<file path="src/rtl/lab2_proc_inflight_drop_unit.sv">
// Imem request/response drop unit: throttles fetch at p_max_inflight outstanding
// requests and discards the responses of requests that were in flight at a squash.
module lab2_proc_inflight_drop_unit #(
  parameter int p_msg_nbits    = 47,
  parameter int p_max_inflight = 2,
  localparam int c_cnt_nbits   = $clog2(p_max_inflight + 1)
)(
  input  logic                   clk,
  input  logic                   reset,
  input  logic                   squash,
  input  logic                   req_in_val,
  output logic                   req_in_rdy,
  output logic                   req_out_val,
  input  logic                   req_out_rdy,
  input  logic [p_msg_nbits-1:0] resp_in_msg,
  input  logic                   resp_in_val,
  output logic                   resp_in_rdy,
  output logic [p_msg_nbits-1:0] resp_out_msg,
  output logic                   resp_out_val,
  input  logic                   resp_out_rdy,
  output logic [c_cnt_nbits-1:0] num_inflight,
  output logic [c_cnt_nbits-1:0] num_drop_pending
);

  logic [c_cnt_nbits-1:0] inflight_cnt;
  logic [c_cnt_nbits-1:0] drop_cnt;
  logic [c_cnt_nbits-1:0] inflight_next;
  logic [c_cnt_nbits-1:0] drop_next;
  logic                   not_full;
  logic                   req_fire;
  logic                   drop_now;
  logic                   resp_fire;
  logic                   drop_fire;

  assign not_full    = (inflight_cnt < c_cnt_nbits'(p_max_inflight));
  assign req_out_val = req_in_val & not_full;
  assign req_in_rdy  = req_out_rdy & not_full;
  assign req_fire    = req_in_val & req_in_rdy;

  assign drop_now     = (drop_cnt != '0) | squash;
  assign resp_out_msg = resp_in_msg;
  assign resp_out_val = drop_now ? 1'b0 : resp_in_val;
  assign resp_in_rdy  = drop_now ? 1'b1 : resp_out_rdy;
  assign resp_fire    = resp_in_val & resp_in_rdy;
  assign drop_fire    = resp_fire & drop_now;

  assign num_inflight     = inflight_cnt;
  assign num_drop_pending = drop_cnt;

  // Both counters saturate at zero so a stray response cannot wrap them.
  always_comb begin
    inflight_next = inflight_cnt;
    if (req_fire && !resp_fire)
      inflight_next = inflight_cnt + c_cnt_nbits'(1);
    else if (!req_fire && resp_fire && inflight_cnt != '0)
      inflight_next = inflight_cnt - c_cnt_nbits'(1);
  end

  // A squash dooms everything issued in earlier cycles; a request firing in the
  // squash cycle is the redirect target and is not counted.
  always_comb begin
    drop_next = drop_cnt;
    if (squash) begin
      if (resp_fire && inflight_cnt != '0)
        drop_next = inflight_cnt - c_cnt_nbits'(1);
      else
        drop_next = inflight_cnt;
    end else if (drop_fire && drop_cnt != '0) begin
      drop_next = drop_cnt - c_cnt_nbits'(1);
    end
  end

  always_ff @(posedge clk) begin
    if (!reset) begin
      inflight_cnt <= '0;
      drop_cnt     <= '0;
    end else begin
      inflight_cnt <= inflight_next;
      drop_cnt     <= drop_next;
    end
  end

`ifndef SYNTHESIS
  always_ff @(posedge clk) begin
    if (reset && resp_in_val && inflight_cnt == '0)
      $error("lab2_proc_inflight_drop_unit: response with no request in flight");
  end

  function automatic string line_trace();
    return $sformatf("%0d/%0d%s", inflight_cnt, drop_cnt, drop_fire ? "x" : " ");
  endfunction
`endif

endmodule

</file>
<file path="config.mk">
export PLATFORM = sky130hd
export DESIGN_NAME = lab2_proc_inflight_drop_unit
export DESIGN_NICKNAME = d
export VERILOG_FILES = /design/src/rtl/lab2_proc_inflight_drop_unit.sv
export SDC_FILE = /design/constraint.sdc
export NUM_CORES = 1
export LEC_CHECK = 0
export ABC_AREA = 1
export BUFFER_PORTS_ARGS = -buffer_cell sky130_fd_sc_hd__buf_4
export CAP_MARGIN = 30
export CORE_MARGIN = 2
export CORE_UTILIZATION = 29
export CTS_BUF_LIST = sky130_fd_sc_hd__clkbuf_8
export DETAILED_ROUTE_END_ITERATION = 16
export HOLD_SLACK_MARGIN = 0.12
export PLACE_DENSITY = 0.81
export SLEW_MARGIN = 30
export SYNTH_ARGS = -nofsm -noshare
export SYNTH_HDL_FRONTEND = slang
export SYNTH_SLANG_ARGS = --single-unit
</file>
<file path="constraint.sdc">
create_clock -name clk -period 1.94 [get_ports clk]
set_clock_uncertainty 0.2 [all_clocks]
set_input_delay 0.097 -clock clk [delete_from_list [all_inputs] [get_ports clk]]
set_output_delay 0.097 -clock clk [all_outputs]
set_load 0.005 [all_outputs]
</file>
## After elaboration in Yosys (flattened, before gate mapping)

Index checks and enable logic that the tools add are counted.

| storage, ports and cells | value |
|---|---|
| register bits | 4 |
| bits in latches | 0 |
| bits in writable memories | 0 |
| memory bits (read-only) | 0 |
| input bits | 54 |
| output and inout port bits | 55 |
| word-level logic and storage cells | 30 |
| memories | 0 |

| cells by class | value |
|---|---|
| add/subtract/negate cells | 3 |
| multipliers | 0 |
| divide/modulo/power cells | 0 |
| order comparisons | 1 |
| equal/unequal tests | 0 |
| shift-type cells | 0 |
| mux-type cells | 7 |
| bitwise gates (word level) | 6 |
| reduce and logical (&&, ||, !) cells | 11 |

Operator list:

| operator | number |
|---|---|
| $mux W2 | 5 |
| $reduce_bool A2 Y1 | 4 |
| $and A1 B1 Y1 | 5 |
| $logic_and A1 B1 Y1 | 5 |
| $sub A2 B1 Y2 const B | 2 |
| $add A2 B1 Y2 const B | 1 |
| $logic_not A1 Y1 | 2 |
| $lt A2 B2 Y1 const B | 1 |
| $mux W1 | 2 |
| $or A1 B1 Y1 | 1 |

## Longest topological paths before layout

Gate-level depths: netlist of run 1.

| logic depth | value |
|---|---|
| depth after elaboration | 8 |
| mapped depth | 9 |
| gate-level depth less buffers | 9 |

## Least setup slack after synthesis of run 1

OpenSTA, ideal clock, no wires.

| path | value |
|---|---|
| kind | reg-to-reg |
| start | reg drop_cnt[0], in the netlist num_drop_pending[0] |
| end | reg inflight_cnt[0], in the netlist num_inflight[0] |
| library setup time | 0.116 ns |
| data arrival time | 1.114 ns |
| slack | 0.510 ns |
| stages on the path, launching flop included | 8 |
| clock period less this slack | 1.430 ns |
| path through | dfxtp_1 > inv_1 > ha_1 > nand3_4 > nand3_2 > o21ai_2 > and2_1 > nor2_1 |

| between the ends | value |
|---|---|
| word-level cells in the longest chain between the ends | 7 |
| elaborated cells on any way between the ends | 10 |
| those cells by class | 2 x mux; 2 x bitwise; 6 x reduce/logical |

Ends and longest elaborated chain:

| element | line | text |
|---|---|---|
| from (decl) | 26 | `logic [c_cnt_nbits-1:0] drop_cnt;` |
| from (signal assigned) | 79 | `drop_cnt <= drop_next;` |
| $reduce_bool A2 Y1 (*) | 40 | `assign drop_now = (drop_cnt != '0) \| squash;` |
| $or A1 B1 Y1 (*) | 40 |  |
| $mux W1 (*) | 43 | `assign resp_in_rdy = drop_now ? 1'b1 : resp_out_rdy;` |
| via resp_in_rdy | 17 | `output logic resp_in_rdy,` |
| $and A1 B1 Y1 (*) | 44 | `assign resp_fire = resp_in_val & resp_in_rdy;` |
| $logic_not A1 Y1 or $logic_and A1 B1 Y1 (tied branches) | 53, 55 |  |
| $logic_and A1 B1 Y1, on equally long branches | 53, 55 |  |
| $mux W2 or $reduce_bool A2 Y1 (tied branches) | -- |  |
| to (signal assigned) | 78 | `inflight_cnt <= inflight_next;` |
| to (decl) | 25 | `logic [c_cnt_nbits-1:0] inflight_cnt;` |

Mark *: on every way through the listed nets, which the timed path passes. The rest lies on a longest branch.
A chain may end at the register's enable or synchronous reset.

## Worst setup path after layout of run 1

| path | value |
|---|---|
| start | reg inflight_cnt[1], in the netlist num_inflight[1] |
| end | reg inflight_cnt[0], in the netlist num_inflight[0] |

| between the ends | value |
|---|---|
| word-level cells in the longest chain between the ends | 7 |
| elaborated cells on any way between the ends | 10 |
| those cells by class | 1 x order compare; 1 x mux; 2 x bitwise; 6 x reduce/logical |

Ends and longest elaborated chain:

| element | line | text |
|---|---|---|
| $lt A2 B2 Y1 | 35 | `assign not_full = (inflight_cnt < c_cnt_nbits'(p_max_inflight));` |
| $and A1 B1 Y1 | 37 | `assign req_in_rdy = req_out_rdy & not_full;` |
| $and A1 B1 Y1 | 38 | `assign req_fire = req_in_val & req_in_rdy;` |
| $logic_not A1 Y1 | 55 | `else if (!req_fire && resp_fire && inflight_cnt != '0)` |
| $logic_and A1 B1 Y1 (2 in a row) | 55 |  |
| $reduce_bool A2 Y1 (no source line) | -- |  |

Several ways; a longest one is shown, not always the timed one.

==> results by group, run 1 <==
Run status
  – Status: complete, no violations

Final layout
  – P&R area growth vs syn: 47.4%
  – Share of layout cells above drive strength 1: approximately a quarter
  – Antenna fix cells: 0
  – Final nets: 175

Synthesis
  – Register area share after synthesis: 11.5%
  – Post-synth net total: between 150 and 200
  – YS warnings: 0
  – Mapped cell area: roughly 690 um^2
  – Mapped Cells: 97
  – Post-synth cell types: 22
  – Synthesized area per cell: just over 7 um^2
  – #FFs+latches synth: 4

Power
  – Power Density: about 500 nW/um^2
  – Total chip power: a little over 0.0005 W
  – Peak VDD IR: about 0.00025 V
  – Leak: between 0.4 and 0.5 nW

Global route
  – All-Layer GR Usage: 9.43%
  – First-pass GRT wire length: between 1.5 and 2 mm
  – Vias in the first global route: 497
  – Maximum number of pins on one net before global-route repair: 7
  – Grt ovf: 0
  – Initial antenna violation count: 0

Clock network
  – Max Root-Sink Buffers: 2
  – Clock Sink Count: 4
  – Clk slew on worst S/H paths: around 0.03 ns
  – Clock Root Buffer: clkbuf_8
  – Clock Latency Late Sink: roughly 0.21 ns
  – CTS HTree Levels: 1
  – CTS Buf Count: 3
  – CTS tree: done
  – Setup bufs post-CTS: 0

Detailed routing
  – Initial DRC count: 7
  – Post-route DRC violation count: 0
  – Final ANT Viol Nets: 0
  – Vias: approximately 630
  – Routed wire length: ~1.6 mm
  – Via/cell ratio: around 4.4
  – Pre-Repair DR Iteration Count: 4
  – WL/cell: approximately 11 um

STA
  – Final Max Slew Viols: 0
  – Final min period: 1.56 ns
  – Unrepaired setup endpoints after global routing: false
  – Final worst path period share: approximately four fifths
  – Max Freq: between 600 and 700 MHz
  – Final setup vio count: 0
  – Relative slew slack: just over 80%
  – Tightest Pin Transition: ~0.26 ns
  – Final setup margin: between 0.3 and 0.4 ns
  – Final hold violations: 0
  – Final TNS setup: 0 ns

Critical path
  – Slowest CP cell: dfxtp_1
  – Crit path kind: flip-flop to flip-flop
  – Worst EP arrival: ~1.5 ns
  – Cells on worst reg2reg path: 7
  – Crit-path max FO: 6
  – Critical path endpoint category: flip-flop
  – Worst path buffer plus inverter count: 2
  – Max incr delay on CP: ~0.45 ns
  – Worst path top cell family by delay: flip-flops
  – Critical path required time: 1.84 ns
  – CP Cell Sequence: inv_1, ha_1, inv_2, nand3_2, o21ai_2, and2_1, nor2_1
  – Worst setup SP type: flip-flop
  – Instance count on the critical path: 7

Hold path
  – Type of the worst min-delay path: primary input to flip-flop
  – Hold path depth: 6

Run
  – Max_cap viols: 0

Placement
  – Pre-CTS WS: between 0.3 and 0.4 ns
  – PortBufs: 14
  – GPL Wtd Cong: 0.718
  – HPWL after DPL: around 1000 um

Floorplan
  – # rows: 17
  – Die height: around 53 um
  – Num ports: approximately 110
  – Die Wd: 52.9 um
  – Die area: roughly 2800 um^2
  – Starting Density: a little under a third
  – CORE AREA: ~2200 um^2
-- state kept, by name (all words and copies together) (netlist names) --
signal	count
num_drop_pending	2
num_inflight	2
-- synth_stat cells, drive strengths merged --
master,n,area (um^2)
and2,1,6.26
nand3,3,32.5
nor2,4,15.0
buf,47,353
nand2,11,46.3
dfxtp,4,80.1
nor3,3,31.3
o21ai,4,23.8
and3,1,7.51
inv,13,48.8
a21oi,3,18.8
nand4,1,6.26
ha,2,25.0
-- through the flow --
step	hold slack (ns)	instance area (um^2)	std cells	util [%]
floorplan	0.0326	694	97	-
global placement	-0.00597	482	92	21.6
detailed placement	-0.00597	482	92	21.6
CTS	0.175	1020	145	45.8
global route	0.246	1020	145	45.8
finish	0.176	1020	145	45.8
-- layout make-up --
type / instances / area [um^2]
well taps: 28 / 35.0
fillers: 216 / 1210
inverters: 13 / 48.8
multi-input cells: 33 / 213
repair buffers: 64 / 606
clock buffers: 3 / 41.3
flip-flops and latches: 4 / 80.1
-- routing by layer --
layer  global-route usage [%]  routed length [um]
met1                     8.86                 459
met4                     6.41                  23
met2                     17.1                 924
met5                        0                   0
met3                     3.11                 239
-- worst min-delay path, stage by stage --
cell     delay (ns)
buf_4          0.11
inv_2          0.07
nor3_4         0.06
nand2_1        0.05
nand2_1        0.05
a21oi_1        0.11
-- what timing repair did --
| action | in CTS | in global routing |
|---|---|---|
| gates resized for setup | 0 | 0 |
| hold buffers | 50 | 0 |
| endpoints found under the hold margin | 51 | 0 |
-- logic make-up (layout without fill, tap and decap cells) --
group / after synthesis / after routing / synth area share [%]
compound gates: 7 / 7 / 6.13
simple gates: 24 / 24 / 20.9
buf+inv: 60 / 80 / 57.8
flops: 4 / 4 / 11.5
fa+ha+maj: 2 / 2 / 3.60
-- final timing paths --
kind | startpoint | to | slack (ns)
worst max register to register | num_inflight[1] | num_inflight[0] | 0.38
worst max-delay path | num_inflight[1] | num_inflight[0] | 0.38
worst min-delay path | req_out_rdy | num_inflight[1] | 0.18
worst min register to register | num_drop_pending[1] | num_drop_pending[1] | 0.40
-- cells in the final DEF, fill, tap and decap left out --
| master | instances |
|---|---|
| nand2_2 | 2 |
| and2_1 | 1 |
| nand3_2 | 1 |
| ha_1 | 2 |
| nand3_4 | 1 |
| buf_4 | 14 |
| dlygate4sd3_1 | 50 |
| dfxtp_1 | 4 |
| a21oi_2 | 1 |
| nand4_1 | 1 |
| nand2_1 | 9 |
| inv_2 | 3 |
| nor2_1 | 4 |
| o21ai_1 | 1 |
| inv_1 | 10 |
| nand3_1 | 1 |
| clkbuf_8 | 3 |
| o21ai_2 | 1 |
| nor3_4 | 1 |
| o21ai_0 | 2 |
| and3_2 | 1 |
| a21oi_1 | 2 |
| nor3_1 | 1 |
| nor3_2 | 1 |
-- where the power goes --
part	switching [W]	leakage [nW]	internal (W)	total (W)
clock	0.0000394	0.0216	0.000132	0.000171
sequential	0.0000153	0.0331	0.0000946	0.000110
combinational	0.0000985	0.420	0.000135	0.000234
total	0.000153	0.475	0.000362	0.000515
Note: power is estimated with default switching activity, not from simulation.
==> inputs of run 2 (changes only) <==
- ABC_AREA: 1 -> 0
- CORE_UTILIZATION: 29 -> 26
- PLACE_DENSITY: 0.81 -> 0.78
- clock period: 1.94 -> 1.27 ns (I/O delays scaled with it)
==> run 2 against run 1 <==
Against the previous run:
- count of clock-buffer cells in the layout unchanged
- the run now ends with setup timing left
- die area up 8.8%
- clock power up 62%
- critical path depth down 2
- worst hold slack worse by 0.026 ns
- non-clock buffer count up 16
- design area up 18%
==> results by group, run 2 <==
Detailed routing
  – Pre-Repair DR Iteration Count: 4 (unchanged)
  – Via/cell ratio: 4.46 (+2.1%)
  – Routed wire length: 1.72 mm (+4.7%)
  – Post-route DRC violation count: 0 (unchanged)
  – Final ANT Viol Nets: 0 (unchanged)
  – Vias: 664 (+4.9%)
  – WL/cell: 11.6 um (+1.9%)
  – Initial DRC count: 2 (-5)

Floorplan
  – CORE AREA: 2480 um^2 (+11%)
  – Die Wd: 55.2 um (+4.3%)
  – Die area: 3050 um^2 (+8.8%)
  – Num ports: 109 (unchanged)
  – # rows: 18 (+1)
  – Starting Density: 27.5% (-3.6 points)
  – Die height: 55.2 um (+4.3%)

Synthesis
  – Async set-or-reset flop fraction in the synthesized netlist: 0% (unchanged)
  – Most common cell in the netlist: buf_4
  – Post-synth top cells: buf_4, dfxtp_1, inv_1
  – Post-synthesis simple-gate area fraction: 12.8% (-8.1 points)
  – Post-Synth XOR/XNOR Area: 2.57% (+2.6 points)
  – Synthesized area per cell: 8.12 um^2 (+13%)
  – Post-synth EDFFs: 0 (unchanged)
  – Post-synth cell types: 26 (+18%)
  – Post-synth top area share: 51.7% (+0.93 points)
  – Post-synth net total: 140 (-8.5%)
  – Mapped Cells: 84 (-13%)
  – Mapped cell area: 682 um^2 (-1.8%)
  – #FFs+latches synth: 4 (unchanged)
  – Mux contribution to synthesized area: 0% (unchanged)
  – Compound-Gate Fraction of Synth Area: 13.6% (+7.5 points)
  – Post-synthesis adder-cell area fraction: 3.67% (+0.066 points)
  – Ys flop type: dfxtp_1
  – Register area share after synthesis: 11.7% (+0.21 points)
  – Post-synth top area cell: buf_4
  – Largest family of logic cells by synthesized area: buffers and inverters
  – YS warnings: 0 (unchanged)
  – Synth area leaders: buf_4, dfxtp_1, ha_1

STA
  – Final setup margin: -0.426 ns (-0.806 ns)
  – Final hold slack: 0.151 ns (-0.0259 ns)
  – Final worst path period share: 134%
  – Max Freq: ~590 MHz
  – Final min period: about 1.7 ns
  – Relative slew slack: 84.4% (+1.7 points)
  – Final Max Slew Viols: 0 (unchanged)
  – Final TNS setup: -2.12 ns (-2.12 ns)
  – Tightest Pin Transition: 0.233 ns (-0.0274 ns)
  – Unrepaired setup endpoints after global routing: true
  – Final setup vio count: 6 (+6)
  – Final hold violations: 0 (unchanged)

Critical path
  – Critical path required time: 1.01 ns (-0.83 ns)
  – Crit path kind: flip-flop to output port
  – Max incr delay on CP: 0.44 ns (about the same)
  – Worst EP arrival: 1.43 ns (-0.03 ns)
  – Instance count on the critical path: 5 (-2)
  – Most used cell, CP: buf_6
  – Critical Path Source: num_drop_pending[1]
  – Worst path buffer plus inverter count: 3 (+1)
  – Worst path top cell family by delay: simple AND/OR/NAND/NOR gates
  – R2R Setup Slk: -0.42 ns (-0.80 ns)
  – Worst setup SP type: flip-flop
  – Crit-path max FO: 6 (unchanged)
  – Reg-to-reg endpoint: num_inflight[0]
  – CP Cell Sequence: inv_2, ha_4, or3b_4, buf_6, buf_6
  – Beginning of the worst register-to-register path: num_drop_pending[1]
  – Critical path endpoint category: output port
  – Cells on worst reg2reg path: 6 (-1)
  – Slowest CP cell: or3b_4

Power
  – Power Density: 821 nW/um^2 (+63%)
  – Peak VDD IR: 0.000483 V (+91%)
  – Total chip power: 0.000995 W (+93%)
  – Leak: 0.522 nW (+9.9%)

Run
  – Max_cap viols: 0 (unchanged)

Run status
  – Status: finished with violations
  – Failing checks: setup timing

Final layout
  – Fin area: 1210 um^2 (+18%)
  – Commonest cells after routing, fill and taps aside: dlygate4sd3_1, buf_4, buf_6
  – Final std cells w/o fill: 149 (+2.8%)
  – Final nets: 177 (+1.1%)
  – P&R area growth vs syn: 77.8%
  – Antenna fix cells: 0 (unchanged)
  – Share of layout cells above drive strength 1: 47.1% (+22 points)
  – Commonest non-fill, non-tap cell in the layout: dlygate4sd3_1

Clock network
  – CTS tree: done
  – CTS Buf Count: 3 (unchanged)
  – Clock Latency Late Sink: 0.22 ns (about the same)
  – Max Root-Sink Buffers: 2 (unchanged)
  – Clock Sink Count: 4 (unchanged)
  – Clk slew on worst S/H paths: 0.03 ns (about the same)
  – CTS HTree Levels: 1 (unchanged)
  – Clock Root Buffer: clkbuf_8

Hold path
  – Hold path depth: 4 (-2)
  – Type of the worst min-delay path: primary input to flip-flop
  – Hold Startpoint: resp_in_val
  – Min-Delay Endpoint: num_inflight[1]

Placement
  – Post-Place Cells: 92 (unchanged)
  – Placed Area: 576 um^2 (+19%)
  – PortBufs: 14 (unchanged)
  – HPWL after DPL: 961 um (-3.7%)
  – GPL Wtd Cong: 0.720 (+0.29%)

Global route
  – Maximum number of pins on one net before global-route repair: 8 (+1)
  – Grt ovf: 0 (unchanged)
  – Initial antenna violation count: 0 (unchanged)
  – Vias in the first global route: 604 (+22%)
  – All-Layer GR Usage: 10.1% (+0.66 points)
  – First-pass GRT wire length: 2.44 mm (+28%)
==> run 2: worst max-delay path by stage <==
stage | to
finish | resp_in_rdy
global route | num_inflight[0]
floorplan | num_inflight[0]
detailed placement | num_inflight[0]
global placement | num_inflight[0]
CTS | resp_in_rdy
==> run 2: power breakdown <==
part | leakage [nW] | switching, W | internal (W) | total, W
registers | 0.0344 | 0.0000121 | 0.000148 | 0.000160
logic | 0.466 | 0.000200 | 0.000358 | 0.000558
clock network | 0.0216 | 0.0000743 | 0.000203 | 0.000277
total | 0.522 | 0.000286 | 0.000709 | 0.000995
==> run 2: what timing repair did <==
| action | CTS | global route |
|---|---|---|
| hold buffers | 50 | 0 |
| gates resized for setup | 12 | 5 |
| pin swaps | 9 | 6 |
| setup endpoints to repair | 6 | 6 |
| setup buffers | 2 | 3 |
| endpoints found under the hold margin | 51 | 0 |
| cloned | 0 | 0 |
==> run 2: cell families after synthesis <==
| logic type | Yosys count |
|---|---|
| AO/OA/AOI/OAI | 11 |
| flip-flops | 4 |
| XOR/XNOR | 2 |
| buffers and inverters | 52 |
| AND/OR/NAND/NOR | 13 |
| adder cells (fa/ha/maj) | 2 |
==> run 2: metal layers <==
metal / track usage, % / part of all wire [%] / vias to the layer above
li1: - / - / 299
met4: 4.53 / 1.1 / 0
met5: 0 / 0 / -
met2: 20.9 / 54 / 72
met1: 7.68 / 30 / 291
met3: 4.22 / 14 / 2
==> run 2: final cells by class <==
class                   instances  area (um^2)
fillers                       221         1260
flip-flops and latches          4         85.1
multi-input cells              28          289
well taps                      30         37.5
inverters                       4         15.0
clock buffers                   3         41.3
repair buffers                 80          744
==> run 2: tightest hold or removal path, stage by stage <==
cell,delay (ns)
buf_4,0.12
a21oi_4,0.06
a22oi_1,0.22
a21boi_2,0.07
==> run 2: stage by stage <==
stage / util (%) / worst slack (ns)
floorplan: - / -0.365
global placement: 23.2 / -0.374
detailed placement: 23.2 / -0.467
CTS: 47.0 / -0.405
global route: 48.9 / -0.457
finish: 48.9 / -0.426
